--- src/rtl/dcache_mshr_pkg.sv ---
//----------------------------------------------------------------------------
// Module : dcache_mshr_pkg
// Brief  : Shared types and constants for the D-cache miss-status holding regs.
// Rev    : 1.0
//----------------------------------------------------------------------------
`default_nettype none

`ifndef DCACHE_MSHR_DEPTH
`define DCACHE_MSHR_DEPTH 4
`endif

package dcache_mshr_pkg;

  localparam int   c_dcache_mshr_depth = `DCACHE_MSHR_DEPTH;

  localparam logic c_mem_cmd_load  = 1'b0;
  localparam logic c_mem_cmd_store = 1'b1;

  typedef enum logic [1:0] {
    MSHR_FREE    = 2'd0,
    MSHR_PENDING = 2'd1,
    MSHR_ISSUED  = 2'd2
  } mshr_state_e;

  // Slot layout at the default block geometry (29-bit block addr, 64-bit block, 4-bit tag)
  typedef struct packed {
    mshr_state_e state;
    logic        cmd;
    logic [28:0] addr;
    logic [63:0] data;
    logic [3:0]  tag;
  } mshr_entry_t;

endpackage

`default_nettype wire

--- src/rtl/dcache_mshr_idx_fifo.sv ---
//----------------------------------------------------------------------------
// Module : dcache_mshr_idx_fifo
// Brief  : Circular FIFO of MSHR slot indices, preserving request arrival order.
// Rev    : 1.0
//----------------------------------------------------------------------------
`default_nettype none

module dcache_mshr_idx_fifo #(
  parameter int DEPTH    = 4,
  parameter int IDX_BITS = 2
) (
  input  logic                clk,
  input  logic                rst_n,
  input  logic                i_push,
  input  logic [IDX_BITS-1:0] i_push_idx,
  input  logic                i_pop,
  output logic [IDX_BITS-1:0] o_head_idx,
  output logic                o_empty,
  output logic                o_full
);

  logic [IDX_BITS-1:0] r_mem [DEPTH];
  // Extra MSB on each pointer distinguishes full from empty after wrap-around
  logic [IDX_BITS:0]   r_wr_ptr;
  logic [IDX_BITS:0]   r_rd_ptr;
  logic                w_push;
  logic                w_pop;

  assign o_empty    = (r_wr_ptr == r_rd_ptr);
  assign o_full     = (r_wr_ptr[IDX_BITS] != r_rd_ptr[IDX_BITS]) &&
                      (r_wr_ptr[IDX_BITS-1:0] == r_rd_ptr[IDX_BITS-1:0]);
  assign o_head_idx = r_mem[r_rd_ptr[IDX_BITS-1:0]];
  assign w_push     = i_push && !o_full;
  assign w_pop      = i_pop && !o_empty;

  always_ff @(posedge clk or negedge rst_n) begin
    if (!rst_n) begin
      r_wr_ptr <= '0;
      r_rd_ptr <= '0;
      for (int i = 0; i < DEPTH; i++) begin
        r_mem[i] <= '0;
      end
    end else begin
      if (w_push) begin
        r_mem[r_wr_ptr[IDX_BITS-1:0]] <= i_push_idx;
        r_wr_ptr                      <= r_wr_ptr + 1'b1;
      end
      if (w_pop) begin
        r_rd_ptr <= r_rd_ptr + 1'b1;
      end
    end
  end

endmodule

`default_nettype wire

--- src/rtl/dcache_mshr.sv ---
//----------------------------------------------------------------------------
// Module : dcache_mshr
// Brief  : D-cache MSHR: queues refills/writebacks in order, matches returns.
// Rev    : 1.0
//----------------------------------------------------------------------------
`default_nettype none

module dcache_mshr
  import dcache_mshr_pkg::*;
#(
  parameter int DEPTH         = c_dcache_mshr_depth,
  parameter int BLK_ADDR_BITS = 29,
  parameter int TAG_BITS      = 4,
  parameter int DATA_BITS     = 64
) (
  input  logic                         clock,
  input  logic                         reset,
  input  logic                         miss_valid,
  input  logic                         miss_cmd,
  input  logic [BLK_ADDR_BITS-1:0]     miss_addr,
  input  logic [DATA_BITS-1:0]         miss_data,
  output logic                         miss_ready,
  output logic                         mem_req_valid,
  output logic                         mem_req_cmd,
  output logic [BLK_ADDR_BITS-1:0]     mem_req_addr,
  output logic [DATA_BITS-1:0]         mem_req_data,
  input  logic                         mem_req_accepted,
  input  logic [TAG_BITS-1:0]          current_req_tag,
  input  logic [TAG_BITS-1:0]          mem_data_tag,
  input  logic [DATA_BITS-1:0]         mem_data,
  output logic                         fill_valid,
  output logic [BLK_ADDR_BITS-1:0]     fill_addr,
  output logic [DATA_BITS-1:0]         fill_data,
  output logic [$clog2(DEPTH+1)-1:0]   occupancy
);

  localparam int c_idx_bits = $clog2(DEPTH);
  localparam int c_occ_bits = $clog2(DEPTH+1);

  mshr_state_e              r_state [DEPTH];
  logic                     r_cmd   [DEPTH];
  logic [BLK_ADDR_BITS-1:0] r_addr  [DEPTH];
  logic [DATA_BITS-1:0]     r_data  [DEPTH];
  logic [TAG_BITS-1:0]      r_tag   [DEPTH];

  logic                     r_fill_valid;
  logic [BLK_ADDR_BITS-1:0] r_fill_addr;
  logic [DATA_BITS-1:0]     r_fill_data;

  logic [c_occ_bits-1:0]    w_occ;
  logic                     w_free_found;
  logic [c_idx_bits-1:0]    w_free_idx;
  logic                     w_merge;
  logic                     w_accept;
  logic                     w_alloc;
  logic                     w_ret_found;
  logic [c_idx_bits-1:0]    w_ret_idx;
  logic                     w_ret_hit;
  logic                     w_issue;
  logic [c_idx_bits-1:0]    w_head_idx;
  logic                     w_fifo_empty;
  logic                     w_fifo_full;

  // All selection below looks only at start-of-cycle slot state
  always_comb begin
    w_occ        = '0;
    w_free_found = 1'b0;
    w_free_idx   = '0;
    w_merge      = 1'b0;
    w_ret_found  = 1'b0;
    w_ret_idx    = '0;
    for (int i = DEPTH - 1; i >= 0; i--) begin
      if (r_state[i] != MSHR_FREE) begin
        w_occ = w_occ + c_occ_bits'(1);
      end
      if (r_state[i] == MSHR_FREE) begin
        w_free_found = 1'b1;
        w_free_idx   = c_idx_bits'(i);
      end
      if ((r_state[i] != MSHR_FREE) && (r_cmd[i] == c_mem_cmd_load) &&
          (r_addr[i] == miss_addr)) begin
        w_merge = 1'b1;
      end
      if ((r_state[i] == MSHR_ISSUED) && (r_tag[i] == mem_data_tag)) begin
        w_ret_found = 1'b1;
        w_ret_idx   = c_idx_bits'(i);
      end
    end
  end

  assign miss_ready = (w_occ < c_occ_bits'(DEPTH));
  assign w_accept   = miss_valid && miss_ready;
  // Loads to an address already in flight ride on the existing fill
  assign w_alloc    = w_accept && !((miss_cmd == c_mem_cmd_load) && w_merge) &&
                      w_free_found && !w_fifo_full;
  assign w_ret_hit  = w_ret_found && (mem_data_tag != '0);
  assign w_issue    = mem_req_accepted && !w_fifo_empty;

  dcache_mshr_idx_fifo #(
    .DEPTH    (DEPTH),
    .IDX_BITS (c_idx_bits)
  ) u_idx_fifo (
    .clk        (clock),
    .rst_n      (reset),
    .i_push     (w_alloc),
    .i_push_idx (w_free_idx),
    .i_pop      (w_issue),
    .o_head_idx (w_head_idx),
    .o_empty    (w_fifo_empty),
    .o_full     (w_fifo_full)
  );

  assign mem_req_valid = !w_fifo_empty;
  assign mem_req_cmd   = w_fifo_empty ? 1'b0 : r_cmd[w_head_idx];
  assign mem_req_addr  = w_fifo_empty ? '0   : r_addr[w_head_idx];
  assign mem_req_data  = w_fifo_empty ? '0   : r_data[w_head_idx];

  // Allocate, issue and return target disjoint slots (FREE, PENDING, ISSUED)
  always_ff @(posedge clock or negedge reset) begin
    if (!reset) begin
      for (int i = 0; i < DEPTH; i++) begin
        r_state[i] <= MSHR_FREE;
        r_cmd[i]   <= 1'b0;
        r_addr[i]  <= '0;
        r_data[i]  <= '0;
        r_tag[i]   <= '0;
      end
    end else begin
      for (int i = 0; i < DEPTH; i++) begin
        if (w_alloc && (w_free_idx == c_idx_bits'(i))) begin
          r_state[i] <= MSHR_PENDING;
          r_cmd[i]   <= miss_cmd;
          r_addr[i]  <= miss_addr;
          r_data[i]  <= miss_data;
          r_tag[i]   <= '0;
        end else if (w_issue && (w_head_idx == c_idx_bits'(i))) begin
          if (r_cmd[i] == c_mem_cmd_store) begin
            r_state[i] <= MSHR_FREE;
          end else begin
            r_state[i] <= MSHR_ISSUED;
            r_tag[i]   <= current_req_tag;
          end
        end else if (w_ret_hit && (w_ret_idx == c_idx_bits'(i))) begin
          r_state[i] <= MSHR_FREE;
        end
      end
    end
  end

  always_ff @(posedge clock or negedge reset) begin
    if (!reset) begin
      r_fill_valid <= 1'b0;
      r_fill_addr  <= '0;
      r_fill_data  <= '0;
    end else begin
      r_fill_valid <= w_ret_hit;
      if (w_ret_hit) begin
        r_fill_addr <= r_addr[w_ret_idx];
        r_fill_data <= mem_data;
      end
    end
  end

  assign fill_valid = r_fill_valid;
  assign fill_addr  = r_fill_addr;
  assign fill_data  = r_fill_data;
  assign occupancy  = w_occ;

endmodule

`default_nettype wire

--- config.mk ---
export PLATFORM = sky130hd
export DESIGN_NAME = dcache_mshr
export DESIGN_NICKNAME = d
export VERILOG_FILES = /design/src/rtl/dcache_mshr_pkg.sv /design/src/rtl/dcache_mshr_idx_fifo.sv /design/src/rtl/dcache_mshr.sv
export SDC_FILE = /design/constraint.sdc
export NUM_CORES = 1
export LEC_CHECK = 0
export ABC_AREA = 1
export CORE_UTILIZATION = 38
export DETAILED_ROUTE_END_ITERATION = 12
export GPL_TIMING_DRIVEN = 1
export HOLD_SLACK_MARGIN = 0.08
export PLACE_DENSITY_LB_ADDON = 0.15
export SKIP_CTS_REPAIR_TIMING = 1
export SYNTH_ARGS = -nofsm -noshare
export SYNTH_HDL_FRONTEND = slang
export SYNTH_HIERARCHICAL = 1
export SYNTH_SLANG_ARGS = --single-unit
--- constraint.sdc ---
create_clock -name clock -period 3.05 [get_ports clock]
set_clock_uncertainty 0.15 [all_clocks]
set_input_delay 0.305 -clock clock [delete_from_list [all_inputs] [get_ports clock]]
set_output_delay 0.305 -clock clock [all_outputs]
set_load 0.03 [all_outputs]
== Word-level counts from Yosys, hierarchy flattened ==
Cells that the tools add are included.
Word-level totals
  output and inout bits: 193
  logic and storage cells: 212
  register bits after elaboration: 508
Operators by class
  magnitude comparators: 6
  reduce and logical (&&, ||, !) cells: 62
  mux-type cells: 73
  bitwise gates (word level): 9
  equality and inequality tests: 28
  $add $sub $neg: 5
Operator list (number)
  2-to-1 mux 64 bit: 3
  2-to-1 mux 29 bit: 5
  binary-select mux 64 bit (select 2 bit): 1
  binary-select mux 29 bit (select 2 bit): 2
  equality test 29 bit: 4
  2-to-1 mux 2 bit: 27
  2-to-1 mux 4 bit: 12
  logical AND 1 bit: 35
  equality test 2 bit (second input constant): 10
  equality test 4 bit: 4
  2-to-1 mux 1 bit: 16
  nonzero test 2 bit: 8
  adder 3 x 1 -> 3 bit (second input constant): 5
  zero test 2 bit: 7
  >= comparator 3 bit (second input constant): 4
  inverter 2 -> 3 bit: 4
  nonzero test 3 bit: 4
  2-to-1 mux 3 bit: 3
  bitwise mux 8 bit: 1
  != test 2 x 1 -> 1 bit (second input constant): 4
  AND reduction 2 bit: 4
  equality test 2 x 1 -> 1 bit (second input constant): 3
  inverter 1 bit: 5
  binary-select mux 2 bit (select 2 bit): 1
  other kinds (9): 11

== Logic depth before layout (Yosys ltp) ==
  depth in word-level cells: 16
  depth in mapped cells: 17

== Modules after synthesis ==
Netlist, hierarchy kept.
Modules (own cells, without submodules)
  dcache_mshr: instances 1, cells each 2938, area an instance 23816.6 um2
  dcache_mshr_idx_fifo: instances 1, cells each 98, area an instance 784.5 um2

== Worst setup path before layout ==
OpenSTA, ideal clock, no wires.
  path type: reg2reg
  start: register r_state[3] (netlist bit)
  end: register u_idx_fifo/r_mem[1] (netlist bit)
  setup time: 0.066 ns
  data required time: 2.834 ns
  arrival: 3.073 ns
  period minus slack after synthesis: 3.290 ns
  stages on the path, launching flop included: 16
  path slack: -0.240 ns
  cell sequence: dfrtp_1 -> nor2_1 -> inv_1 -> ha_1 -> xnor2_1 -> inv_1 -> ha_1 -> inv_1 -> nor2_1 -> xor2_1 -> nor4b_4 -> and2_1 -> clkbuf_1 -> clkbuf_4 -> nand4_1 -> nand2_1
Between the ends
  word-level cells in the longest chain between the ends: 12
  elaborated cells between the ends (all ways): 27
RTL lines
  start, declared: line dcache_mshr.sv:40  | mshr_state_e r_state [DEPTH];
  start signal, assigned by index: line dcache_mshr.sv:122  | r_state[i] <= MSHR_FREE;
  start signal, assigned by index: line dcache_mshr.sv:131  | r_state[i] <= MSHR_PENDING;
  start signal, assigned by index: line dcache_mshr.sv:138  | r_state[i] <= MSHR_FREE;
  nonzero test 2 bit *: line dcache_mshr.sv:73  | if (r_state[i] != MSHR_FREE) begin
  2-to-1 mux 3 bit *: line dcache_mshr.sv:73
  adder 3 x 1 -> 3 bit: line dcache_mshr.sv:74  | w_occ = w_occ + c_occ_bits'(1);
  2-to-1 mux 3 bit *: line dcache_mshr.sv:73
  adder 3 x 1 -> 3 bit: line dcache_mshr.sv:74
  2-to-1 mux 3 bit *: line dcache_mshr.sv:73
  net occupancy[2]: line dcache_mshr.sv:34  | output logic [$clog2(DEPTH+1)-1:0] occupancy
  less-than comparator 3 bit *: line dcache_mshr.sv:91  | assign miss_ready = (w_occ < c_occ_bits'(DEPTH));
  logical AND 1 bit *: line dcache_mshr.sv:92  | assign w_accept = miss_valid && miss_ready;
  logical AND 1 bit * (2 in a row): line dcache_mshr.sv:94  | assign w_alloc = w_accept && !((miss_cmd == c_mem_cmd_load) && w_merge) &&
  logical AND 1 bit *: line dcache_mshr.sv:95  | w_free_found && !w_fifo_full;
  net w_alloc: line dcache_mshr.sv:55  | logic w_alloc;
  logical AND 1 bit *: line dcache_mshr_idx_fifo.sv:33  | assign w_push = i_push && !o_full;
  end signal, assigned by index: line dcache_mshr_idx_fifo.sv:45  | r_mem[r_wr_ptr[IDX_BITS-1:0]] <= i_push_idx;
  end, declared: line dcache_mshr_idx_fifo.sv:22  | logic [IDX_BITS-1:0] r_mem [DEPTH];
Mark *: on every way through the listed nets, which the timed path passes. The rest lies on a longest branch.
A chain may end at the register's enable or synchronous reset.

== Worst setup path after layout ==
  start: register u_idx_fifo.r_rd_ptr[1]
  end: output port mem_req_addr[0]
Between the ends
  word-level cells in the longest chain between the ends: 9
  elaborated cells between the ends (all ways): 10
RTL lines
  start, declared: line dcache_mshr_idx_fifo.sv:25  | logic [IDX_BITS:0] r_rd_ptr;
  start signal, assigned: line dcache_mshr_idx_fifo.sv:49  | r_rd_ptr <= r_rd_ptr + 1'b1;
  inverter 2 -> 3 bit (implied by the code): line dcache_mshr_idx_fifo.sv:32  | assign o_head_idx = r_mem[r_rd_ptr[IDX_BITS-1:0]];
  binary-select mux 2 bit (select 2 bit): line dcache_mshr_idx_fifo.sv:32
  2-to-1 mux 2 bit (implied by the code) (2 in a row): line dcache_mshr_idx_fifo.sv:32
  net w_head_idx[1]: line dcache_mshr.sv:60  | logic [c_idx_bits-1:0] w_head_idx;
  inverter 2 -> 3 bit (implied by the code): line dcache_mshr.sv:115  | assign mem_req_addr = w_fifo_empty ? '0 : r_addr[w_head_idx];
  binary-select mux 29 bit (select 2 bit): line dcache_mshr.sv:115
  2-to-1 mux 29 bit (implied by the code) (2 in a row): line dcache_mshr.sv:115
  2-to-1 mux 29 bit: line dcache_mshr.sv:115
  end, declared: line dcache_mshr.sv:25  | output logic [BLK_ADDR_BITS-1:0] mem_req_addr,
The timed path passes the listed nets, and every way through them passes these cells. The select of a mux whose other input is x is not followed.

==> results.toml <==
[clocking]
clk_pin_slew_worst_paths_ns = 0.06
clk-insertion-delay-late_ns = 0.63
numCtsBuffers = 58
root_buffer = "clkbuf_16"
cts_sinks = 508
cts_tree = "built"
htree_levels = 2
clockBufferDepth = 3

[timing]
tns_ns = -2.97
layout_setup_ws_ns = -0.122
finalHoldViolations = 0
fin_crit_sh = 1.04
tightest_slew_ns = 0.612
whs_ns = 0.0740
finalSetupViolCount = 70
slew_headroom = 0.592
fmax_mhz = 315
grt_setup_unrepaired = "yes"
slew_violations = 0
min_period_ns = 3.17

[grt]
grt_pass1_wl_um = 126000
antenna_found_initial = 2
grt_max_degree = 91
grt_pass1_vias = 22200
track_usage = 0.241
grt_overflow = 0

[placed_design]
io_buffers = 362
hpwl_um = 54000
postPlaceCellArea_mm2 = 0.0301
dp_cells = 4221
gp_congestion = 0.879
preCtsSetupSlack_ns = -0.0796

[yosys]
avgSynthCellArea_um2 = 8.10
yosys.cell_count.top_type = "nand2_1"
yosys_warnings = 6
syn_nets = 3215
ys_top_cells_by_count = "nand2_1 (1030), dfrtp_1 (508), o21ai_0 (283)"
synth_area_leader_cell = "dfrtp_1"
yosysSeqAreaShare = 0.517
syn_area_mm2 = 0.0246
async_reset_ff_frac = 1.00
synth_seq_cells = 508
yosysTopAreaCellShare = 0.517
synthFlopType = "dfrtp_1"
synth_edf_count = 0
ys_top_cells_by_area = "dfrtp_1 (52%), nand2_1 (16%), o21ai_0 (5.8%)"
ys_types = 41
netlist_instances = 3036

[detailed_routing]
num_vias = 22900
vias_per_cell = 5.22
drt-total-wl_um = 84700
firstDrtPassIters = 6
drtAntennaViolNets = 0
routedWlPerCell_um = 19.3
drc_errors = 0
drt_iter0_drc = 2144

[critical_path]
cp_top_family = "buffers and inverters"
crit_slowest_cell = "a221oi_2"
cp.arrival_ns = 2.72
cpPeakStageDelay_ns = 0.48
critPathLaunch = "u_idx_fifo/r_rd_ptr[1]"
cp_cell_sequence = "inv_2 -> o21ai_4 -> o22ai_4 -> buf_6 -> nor2_4 -> buf_6 -> clkbuf_16 -> a221oi_2 -> nor2_2 -> buf_12"
crit_fanout = 6
worstPathBufferInverterCount = 5
worst-setup-path-type = "register to output pin"
worst_path_most_repeated_cell = "buf_6"
reg2reg_from = "r_state[3]"
startpoint_type = "register"
cp-end-kind = "output pin"
worstPathRequired_ns = 2.59

[final_layout]
stdcell_count = 4386
design_area_mm2 = 0.0338
syn_to_final_growth_pct = 37.5
diodes = 0
drive_gt1_frac = 0.154
final_util = 0.533
final_nets = 3673

[die]
start_util = 0.387
die_area_mm2 = 0.0658
fp.dieW_um = 256
core_area_mm2 = 0.0635
pin_count = 363
rows = 92
die_h_um = 256

[status]
violations = "negative setup slack"
status = "complete, but fails checks"

[pwr]
p_total_mw = 48.3
cellPowerDensity_mw_per_mm2 = 1430
ir_drop_v = 0.000791
leakagePower_nw = 16.1

[flow_run]
maxCapViolations = 0

[min_path]
hold_path.class = "input port to register"
hp-start = "mem_data[24]"
[path summary, 6_finish.rpt]
check | endpoint | slack, ns | cells past startpoint
max | mem_req_addr[0] | -0.12 | 10
min | fill_data[24] | 0.07 | 3
max reg2reg | r_data[23] | 0.15 | 16
min reg2reg | fill_data[31] | 0.33 | 2
max in group asynchronous | r_addr[87] | 1.90 | 4
min in group asynchronous | fill_valid | 0.15 | 3
[placed cells by master, fill, tap and decap left out, types with 3 or more instances in the layout]
cell type | netlist | routed
nand2_1 | 1030 | 1028
dfrtp_1 | 508 | 506
o21ai_0 | 283 | 268
clkdlybuf4s50_1 | 0 | 262
inv_1 | 231 | 222
nor2_1 | 182 | 164
buf_4 | 2 | 155
o21ai_1 | 131 | 141
nand3_1 | 130 | 130
a22oi_1 | 130 | 108
buf_12 | 0 | 78
clkbuf_16 | 0 | 73
a21oi_1 | 79 | 52
buf_6 | 51 | 41
a21oi_2 | 0 | 27
xor2_1 | 26 | 25
a22oi_2 | 0 | 22
clkbuf_8 | 0 | 20
o21ai_2 | 14 | 16
nand4_1 | 15 | 15
a221oi_4 | 0 | 15
o22ai_1 | 20 | 14
nor2_2 | 1 | 13
a221oi_2 | 0 | 13
clkbuf_1 | 97 | 13
inv_2 | 5 | 12
o31ai_1 | 12 | 12
dlygate4sd3_1 | 0 | 10
clkinv_2 | 0 | 9
nor2_4 | 1 | 7
ha_1 | 9 | 7
xnor2_1 | 6 | 5
buf_8 | 0 | 5
nand3_4 | 4 | 4
buf_16 | 0 | 4
o22ai_2 | 0 | 3
o22ai_4 | 0 | 3
o21ai_4 | 0 | 3
dlymetal6s2s_1 | 0 | 3
[cells by family (layout without fill, tap and decap cells)]
group | count (synthesis) | after routing | synth area share
multiplexers | 1 | 1 | 0.000458
flip-flops | 508 | 508 | 0.517
XOR/XNOR | 32 | 32 | 0.0114
AO/OA/AOI/OAI | 700 | 700 | 0.165
adder cells (fa/ha/maj) | 9 | 9 | 0.00458
AND/OR/NAND/NOR | 1375 | 1375 | 0.223
buffers and inverters | 411 | 915 | 0.0794
[sequential cells by signal, indices dropped and copies added, names as in the netlist]
signal	cells
r_state	8
u_idx_fifo/r_rd_ptr	3
r_tag	16
r_addr	116
u_idx_fifo/r_wr_ptr	3
r_data	256
r_cmd	4
u_idx_fifo/r_mem	8
fill_data	64
fill_valid	1
fill_addr	29
[layout make-up]
class / instances / area, um^2
clock buffer: 92 / 1800
fill: 5846 / 29700
sequential: 508 / 12700
inverter: 237 / 907
clock inverter: 14 / 141
timing repair buffer: 572 / 6480
tap: 846 / 1060
multi-input combinational: 2117 / 10700
[routing by layer]
| metal | routed length (um) | track usage |
|---|---|---|
| met3 | 6370 | 0.0458 |
| met4 | 2190 | 0.0741 |
| met1 | 36000 | 0.321 |
| met5 | 23 | 0 |
| met2 | 40200 | 0.396 |
[where the power goes]
| group | switching [mW] | internal (mW) | total, mW |
|---|---|---|---|
| clock network | 2.86 | 4.19 | 7.05 |
| logic | 17.2 | 12.0 | 29.2 |
| registers | 2.32 | 9.75 | 12.1 |
[worst reg2reg max path: stages, from the launching register on]
cell     delay [ns]
dfrtp_1        0.38
nor2_2         0.15
inv_2          0.07
ha_4           0.25
xnor2_2        0.16
inv_1          0.06
ha_2           0.19
inv_2          0.06
nor2_4         0.04
xor2_4         0.17
nor4b_4        0.27
buf_12         0.17
nand3_4        0.11
buf_12         0.20
buf_12         0.17
nand2_1        0.07
o21ai_0        0.10
No activity file was read; power rests on OpenSTA's default activity.
